[config.mk]
export PLATFORM = sky130hd
export DESIGN_NAME = output_port_scheduler
export DESIGN_NICKNAME = d
export VERILOG_FILES = /design/src/rtl/output_port_scheduler.sv
export SDC_FILE = /design/constraint.sdc
export NUM_CORES = 1
export LEC_CHECK = 0
export CORE_AREA = 3 3 54 105
export CTS_CLUSTER_DIAMETER = 200
export CTS_CLUSTER_SIZE = 28
export DETAILED_ROUTE_END_ITERATION = 16
export DIE_AREA = 0 0 57 108
export MAX_ROUTING_LAYER = met4
export PLACE_DENSITY = 0.73
export SETUP_SLACK_MARGIN = 0.2
export SLEW_MARGIN = 20
export SYNTH_ARGS = -nofsm -noshare
export SYNTH_HDL_FRONTEND = slang
export SYNTH_SLANG_ARGS = --single-unit
[constraint.sdc]
create_clock -name clk -period 5.9 [get_ports clk]
set_input_delay 1.18 -clock clk [delete_from_list [all_inputs] [get_ports clk]]
set_output_delay 1.18 -clock clk [all_outputs]
set_load 0.01 [all_outputs]
[src/rtl/output_port_scheduler.sv]
// output_port_scheduler
//   Wormhole scheduler for one output port of a 5-port router (N,E,W,S,L).
//   Round-robin picks one of NUM_REQ input buffers, then locks the port to it
//   from head flit to tail flit. Tracks downstream credits and drives the
//   crossbar select plus the input-buffer send strobe.
//   Optional stall watchdog: define SCHED_WATCHDOG_EN.
// Ports
//   clk, rst        clock, synchronous active-high reset
//   req_i[r]        input r holds a valid flit routed here
//   tail_i[r]       that flit is a tail
//   consume_i       downstream returned one credit
//   grant_o         one-hot owner (0 when idle)
//   sel_o           binary owner index for the crossbar (0 when idle)
//   send_o          one flit transferred this cycle
//   credit_o        current credit count
//   busy_o          port locked
//   wdog_o          one-cycle pulse when the watchdog forced an unlock
module output_port_scheduler #(
  parameter int NUM_REQ    = 5,
  parameter int CREDIT_W   = 3,
  parameter int CREDIT_MAX = 4,
  parameter int WDOG_LIMIT = 15
) (
  input  logic                clk,
  input  logic                rst,
  input  logic [NUM_REQ-1:0]  req_i,
  input  logic [NUM_REQ-1:0]  tail_i,
  input  logic                consume_i,
  output logic [NUM_REQ-1:0]  grant_o,
  output logic [2:0]          sel_o,
  output logic                send_o,
  output logic [CREDIT_W-1:0] credit_o,
  output logic                busy_o,
  output logic                wdog_o
);

  localparam logic [CREDIT_W:0]   CRED_MAX_X = (CREDIT_W+1)'(CREDIT_MAX);
  localparam logic [CREDIT_W-1:0] CRED_RST   = CREDIT_W'(CREDIT_MAX);

  typedef enum logic {IDLE, ACTIVE} state_t;

  state_t              state_q, state_d;
  logic [2:0]          owner_q, owner_d, ptr_q, ptr_d;
  logic [CREDIT_W-1:0] credit_q, credit_d;
  logic [CREDIT_W:0]   credit_sum;
  logic [2:0]          winner, cand;
  logic                found, has_credit, wdog_hit;

  assign has_credit = (credit_q != '0);
  assign send_o     = (state_q == ACTIVE) && req_i[owner_q] && has_credit;
  assign busy_o     = (state_q == ACTIVE);
  assign sel_o      = busy_o ? owner_q : 3'd0;
  assign credit_o   = credit_q;

  genvar r;
  generate
    for (r = 0; r < NUM_REQ; r++) begin : g_grant
      assign grant_o[r] = busy_o && (owner_q == 3'(r));
    end
  endgenerate

  // Rotating scan: ptr holds the last owner, so it is visited last.
  always_comb begin
    found  = 1'b0;
    winner = '0;
    cand   = '0;
    for (int k = 1; k <= NUM_REQ; k++) begin
      cand = 3'((int'(ptr_q) + k) % NUM_REQ);
      if (!found && req_i[cand]) begin
        found  = 1'b1;
        winner = cand;
      end
    end
  end

  // send_o is gated by has_credit, so the subtraction never wraps; the
  // extra bit catches consume at full credit, which is dropped.
  assign credit_sum = {1'b0, credit_q} + (CREDIT_W+1)'(consume_i)
                    - (CREDIT_W+1)'(send_o);
  assign credit_d   = (credit_sum > CRED_MAX_X) ? CRED_RST
                                                : credit_sum[CREDIT_W-1:0];

  always_comb begin
    state_d = state_q;
    owner_d = owner_q;
    ptr_d   = ptr_q;
    case (state_q)
      IDLE: begin
        if (|req_i && has_credit) begin
          owner_d = winner;
          state_d = ACTIVE;
        end
      end
      ACTIVE: begin
        if (send_o && tail_i[owner_q]) begin
          state_d = IDLE;
          ptr_d   = owner_q;
        end else if (wdog_hit) begin
          state_d = IDLE;
          ptr_d   = owner_q;
        end
      end
      default: state_d = IDLE;
    endcase
  end

  always_ff @(posedge clk) begin
    if (rst) begin
      state_q  <= IDLE;
      owner_q  <= '0;
      ptr_q    <= 3'(NUM_REQ-1);
      credit_q <= CRED_RST;
    end else begin
      state_q  <= state_d;
      owner_q  <= owner_d;
      ptr_q    <= ptr_d;
      credit_q <= credit_d;
    end
  end

`ifdef SCHED_WATCHDOG_EN
  localparam int WD_W = $clog2(WDOG_LIMIT+1);
  logic [WD_W-1:0] stall_q;
  logic            wdog_q;

  // Counts consecutive no-send ACTIVE cycles; a send or unlock clears it.
  assign wdog_hit = (state_q == ACTIVE) && !send_o && (stall_q == WD_W'(WDOG_LIMIT));
  assign wdog_o   = wdog_q;

  always_ff @(posedge clk) begin
    if (rst) begin
      stall_q <= '0;
      wdog_q  <= 1'b0;
    end else begin
      wdog_q <= wdog_hit;
      if ((state_q == ACTIVE) && !send_o && !wdog_hit) stall_q <= stall_q + 1'b1;
      else                                              stall_q <= '0;
    end
  end
`else
  assign wdog_hit = 1'b0;
  assign wdog_o   = 1'b0;
`endif

endmodule

---- Word-level counts from Yosys, hierarchy flattened ----
Cells that the tools add are included.
storage, ports and cells
  input port bits ......................... 13
  register bits after elaboration ......... 10
  output and inout bits ................... 14
operators by class
  muxes and demuxes ....................... 27
  add/subtract/negate cells ............... 7
  magnitude comparators ................... 7
  divide/modulo/power cells ............... 5
  bitwise gates (word level) .............. 1
  reductions and logical operators ........ 23
  equality and inequality tests ........... 4
operators with widths
  operator                                            number
  modulo 32 x 4 -> 32 bit, second input constant      5
  < comparator 3 x 4 -> 1 bit, second input constant  6
  binary-select mux 1 bit (select 3 bit)              7
  two-way mux 3 bit                                   6
  logical AND 1 bit                                   13
  two-way mux 1 bit                                   13
  adder 3 x 2 -> 4 bit, second input constant         2
  adder 3 x 3 -> 4 bit, second input constant         2
  == test 3 x 2 -> 1 bit, second input constant       2
  OR reduction 5 bit                                  1
  adder 3 x 1 -> 4 bit                                1
  adder 3 x 1 -> 4 bit, second input constant         1
  > comparator 4 x 3 -> 1 bit, second input constant  1
  logical NOT 1 bit                                   4
  AND reduction 2 bit                                 2
  subtractor 4 x 1 -> 4 bit                           1
  == test 3 x 1 -> 1 bit, second input constant       1
  == test 3 bit, second input constant                1
  logical NOT 3 bit                                   1
  nonzero test 3 bit                                  1
  one-hot mux 1 bit (2 select lines)                  1
  OR reduction 2 bit                                  1
  NOT 1 bit                                           1

---- Depth between registers and ports, before layout ----
  word-level depth ........................ 17
  mapped depth ............................ 20
  gate-level depth less buffers ........... 17

---- Worst setup path after synthesis ----
OpenSTA, ideal clock, no wires.
  path kind ............................... flip-flop to flip-flop
  from .................................... register ptr_q[0]
  to ...................................... register owner_q[1]
  clock period less this slack ............ 4.776 ns
  slack ................................... 1.124 ns
  arrival ................................. 4.688 ns
  stages on the path, launching flop included .. 21
  cell sequence ........................... dfxtp_1 > buf_4 > buf_2 > clkbuf_1 > buf_1 > inv_1 > ha_1 > ha_1 > nor4b_4 > or4_4 > nand2_2 > inv_1 > ha_1 > nand2b_1 > a21o_2 > mux2_1 > nor4_1 > a2111oi_4 > a21oi_1 > o32ai_1 > a311oi_2
on the way
  cells in the longest elaborated chain, start to end .. 17
  elaborated cells on any way between the ends .. 37
RTL lines
  element                                  RTL line  text
  from (decl)                              43        logic [2:0] owner_q, owner_d, ptr_q, ptr_d;
  from (signal assigned)                   111       ptr_q <= 3'(NUM_REQ-1);
  from (signal assigned)                   116       ptr_q <= ptr_d;
  adder 3 x 1 -> 4 bit                     68        cand = 3'((int'(ptr_q) + k) % NUM_REQ);
  modulo 32 x 4 -> 32 bit                  68
  binary-select mux 1 bit (select 3 bit)   69        if (!found && req_i[cand]) begin
  two-way mux 1 bit (implied by the code)  69
  two-way mux 1 bit                        69
  logical NOT 1 bit                        69
  logical AND 1 bit                        69
  two-way mux 1 bit                        69
  logical NOT 1 bit                        69
  logical AND 1 bit                        69
  two-way mux 1 bit                        69
  logical NOT 1 bit                        69
  logical AND 1 bit                        69
  two-way mux 1 bit                        69
  logical NOT 1 bit                        69
  logical AND 1 bit                        69
  two-way mux 3 bit *                      69
  to (signal assigned)                     115       owner_q <= owner_d;
  to (decl)                                43
Mark *: on every way between the ends. The rest lies on a longest branch, timed or not. The select of a mux whose other input is x is not followed.
A chain may end at the register's enable or synchronous reset.

---- Worst setup path after layout ----
  from .................................... register ptr_q[1]
  to ...................................... register owner_q[1]
Same word-level chain as after synthesis.

==> impl_metrics.py <==
metrics = {
    "clocking": {
        "clk_pin_slew_worst_paths_ns": 0.05,
        "clockBufferDepth": 2,
        "cts.sinks": 10,
        "post_cts_resized": 0,
        "htree_levels": 1,
        "clock_latency_ns": 0.25,
        "cts_tree": "built",
        "ctsRootBufferMaster": "clkbuf_8",
        "post-cts-setup-buffer-count": 0,
        "hold_buffers": 0,
        "numCtsBuffers": 3,
    },
    "route": {
        "drcViolationCount": 0,
        "vias": 2640,
        "wl_per_cell_um": 18.3,
        "first_iter_violations": 125,
        "ant_nets": 0,
        "dr.pass1.iters": 4,
        "wirelength_um": 7470,
        "routed_via_density": 6.45,
    },
    "placed_design": {
        "dp_hpwl_um": 5980,
        "place.gp.congestion": 0.924,
        "dp.cells": 405,
        "placed_area_mm2": 0.00288,
        "port_buffers": 25,
        "post-place-ws_ns": 0.998,
    },
    "final_layout": {
        "fin_cells": 409,
        "final_nets": 396,
        "num_antenna_cells": 0,
        "final_area_mm2": 0.00293,
        "synthToLayoutAreaGrowth_pct": 10.0,
        "layout-drive-gt1-share": 0.102,
    },
    "sta": {
        "post-route-period-util": 0.838,
        "hold_viol": 0,
        "fin_ws_ns": 0.956,
        "fmax_ghz": 0.202,
        "relSlewSlack": 0.392,
        "setup_viol": 0,
        "maxSlewViolCount": 0,
        "tightest_slew_ns": 0.907,
        "clock_skew_ns": 0.00389,
        "finalCriticalPeriod_ns": 4.94,
        "rsz0062_at_grt": "no",
        "hold_ws_ns": 0.609,
        "tns_ns": 0,
    },
    "critical_path": {
        "crit_start": "ptr_q[1]",
        "crit_required_ns": 6.05,
        "start_kind": "flop",
        "crit_path_max_fanout": 14,
        "end_kind": "flop",
        "rrSetupSlack_ns": 0.96,
        "crit_arrival_ns": 5.10,
        "reg2reg_depth": 16,
        "criticalPathCategory": "reg2reg",
        "rr_endpoint": "owner_q[1]",
        "r2r_start": "ptr_q[1]",
    },
    "global_routing": {
        "grt.total_usage": 0.261,
        "grt_pass1_vias": 2676,
        "grt_max_degree": 33,
        "gr-total-overflow": 0,
        "grt_pass1_wl_um": 12500,
        "antenna_found_initial": 0,
    },
    "synthesis": {
        "yosysTopAreaCellShare": 0.136,
        "ys_async_sr_fraction": 0,
        "ys_ff_latch": 10,
        "synth_mux_area_frac": 0.0934,
        "yosysTopAreaCell": "ha_1",
        "ys_warn_count": 0,
        "synth-edff-count": 0,
        "synth_compound_area_frac": 0.305,
        "ys_seq_area_frac": 0.0751,
        "synth_cell_types": 83,
        "syn_area_per_cell_um2": 7.68,
        "synth-xor-area-share": 0.0357,
        "synth_nets": 390,
        "yosys-top-cells-area": "ha_1 (14%), dfxtp_1 (7.5%), mux2i_1 (4.1%), nand2_1 (3.8%), inv_1 (3.7%)",
        "synth_adder_area_share": 0.144,
        "synth_cells": 347,
        "synth_flop_cell": "dfxtp_1",
        "synth_top_family_by_area": "compound AO/OA/AOI/OAI gates",
        "synth_area_mm2": 0.00267,
        "synthSimpleGateAreaFrac": 0.264,
    },
    "floorplan": {
        "die_w_um": 57,
        "io_pins": 27,
        "initial_core_util": 0.538,
        "die_y_um": 108,
        "core_mm2": 0.00495,
        "die-area_mm2": 0.00616,
        "num_rows": 36,
    },
    "worst_hold_path": {
        "worstHoldEndpoint": "busy_o",
        "hold_depth": 2,
        "worstHoldStart": "busy_o",
        "hold_class": "reg2reg",
    },
    "power_and_ir_drop": {
        "p_leak_nw": 1.19,
        "vdd_ir_drop_max_uv": 219,
        "power_density_mw_per_mm2": 353,
    },
    "run_status": {
        "status": "finished, final reports clean",
    },
    "job": {
        "maxCapViolCount": 0,
    },
}
[cells in the final DEF, fill, tap and decap left out, types with 3 or more instances in the layout]
cell             instances
ha_1                    29
nand2_1                 27
inv_1                   26
nor2_1                  25
clkdlybuf4s50_1         25
a21oi_1                 18
and2_1                  12
o21ai_0                 11
mux2i_1                 11
dfxtp_1                 10
nand3_1                  9
nand2b_1                 8
xnor2_1                  7
nor2b_1                  7
o211ai_1                 7
and3_1                   6
a211oi_1                 6
nor3_1                   5
a31oi_1                  4
mux2_2                   4
o22ai_1                  4
a221oi_1                 4
clkbuf_8                 4
mux4_2                   3
nor3b_1                  3
o31ai_1                  3
a211o_1                  3
a32o_1                   3
[area by class of cell]
class	count	area [um2]
multi-input cells	285	2250
fillers	477	2020
repair buffers	26	258
flip-flops and latches	10	200
inverters	27	101
well taps	57	71.3
clock buffers	4	55.1
[worst max-delay path by stage]
stage	to	depth (start not counted)
finish	owner_q[1]	16
CTS	owner_q[1]	16
floorplan	owner_q[1]	20
detailed placement	owner_q[1]	16
global placement	owner_q[1]	16
global route	owner_q[1]	16
[sequential cells by signal, indices dropped and copies added, names as in the netlist]
name      cells
owner_q       3
busy_o        1
credit_o      3
ptr_q         3
[worst max-delay path: stages, from the launching register on]
cell	delay, ns
dfxtp_1	0.67
inv_1	0.29
ha_1	0.64
ha_1	0.36
nor4b_4	0.10
or4_4	0.51
nand2_2	0.12
inv_1	0.07
ha_1	0.18
nand2b_1	0.15
a21o_2	0.27
nor2_1	0.14
a32oi_1	0.11
a2111oi_4	0.55
nand3_1	0.16
a211o_1	0.26
a311oi_2	0.24
[synthesized netlist by cell type, types with 4 or more instances]
cell and number:
ha_1 29, nand2_1 27, inv_1 26, nor2_1 25, a21oi_1 18, clkbuf_1 15
and2_1 12, mux2i_1 11, o21ai_0 11, dfxtp_1 10, nand3_1 9, nand2b_1 8
nor2b_1 7, o211ai_1 7, xnor2_1 7, a211oi_1 6, and3_1 6, nor3_1 5
a221oi_1 4, a31oi_1 4, mux2_2 4, o22ai_1 4
[logic make-up after synthesis]
logic type               Yosys count
multiplexers                      20
adder cells (fa/ha/maj)           30
other                              1
XOR/XNOR                          10
flip-flops                        10
buffers and inverters             52
AND/OR/NAND/NOR                  125
AO/OA/AOI/OAI                     99
[per-layer routing]
metal,track usage,wire length (um),up-vias
met1,0.251,2630,1229
li1,-,-,1281
met3,0.0155,238,36
met2,0.488,4140,94
met5,-,0,-
met4,0.163,460,0
[per-stage QoR]
stage          utilization  power, mW
2_1_floorplan            -      0.749
3_3_place_gp         0.581      0.922
3_5_place_dp         0.581      0.941
4_1_cts              0.592       1.03
5_1_grt              0.592       1.13
6_report             0.592       1.04
[power by group]
part	switching (mW)	internal (mW)	leakage (nW)
combinational	0.456	0.353	1.08
clock	0.0315	0.0591	0.0288
sequential	0.0512	0.0855	0.0821
(Power assumes the default switching activity.)
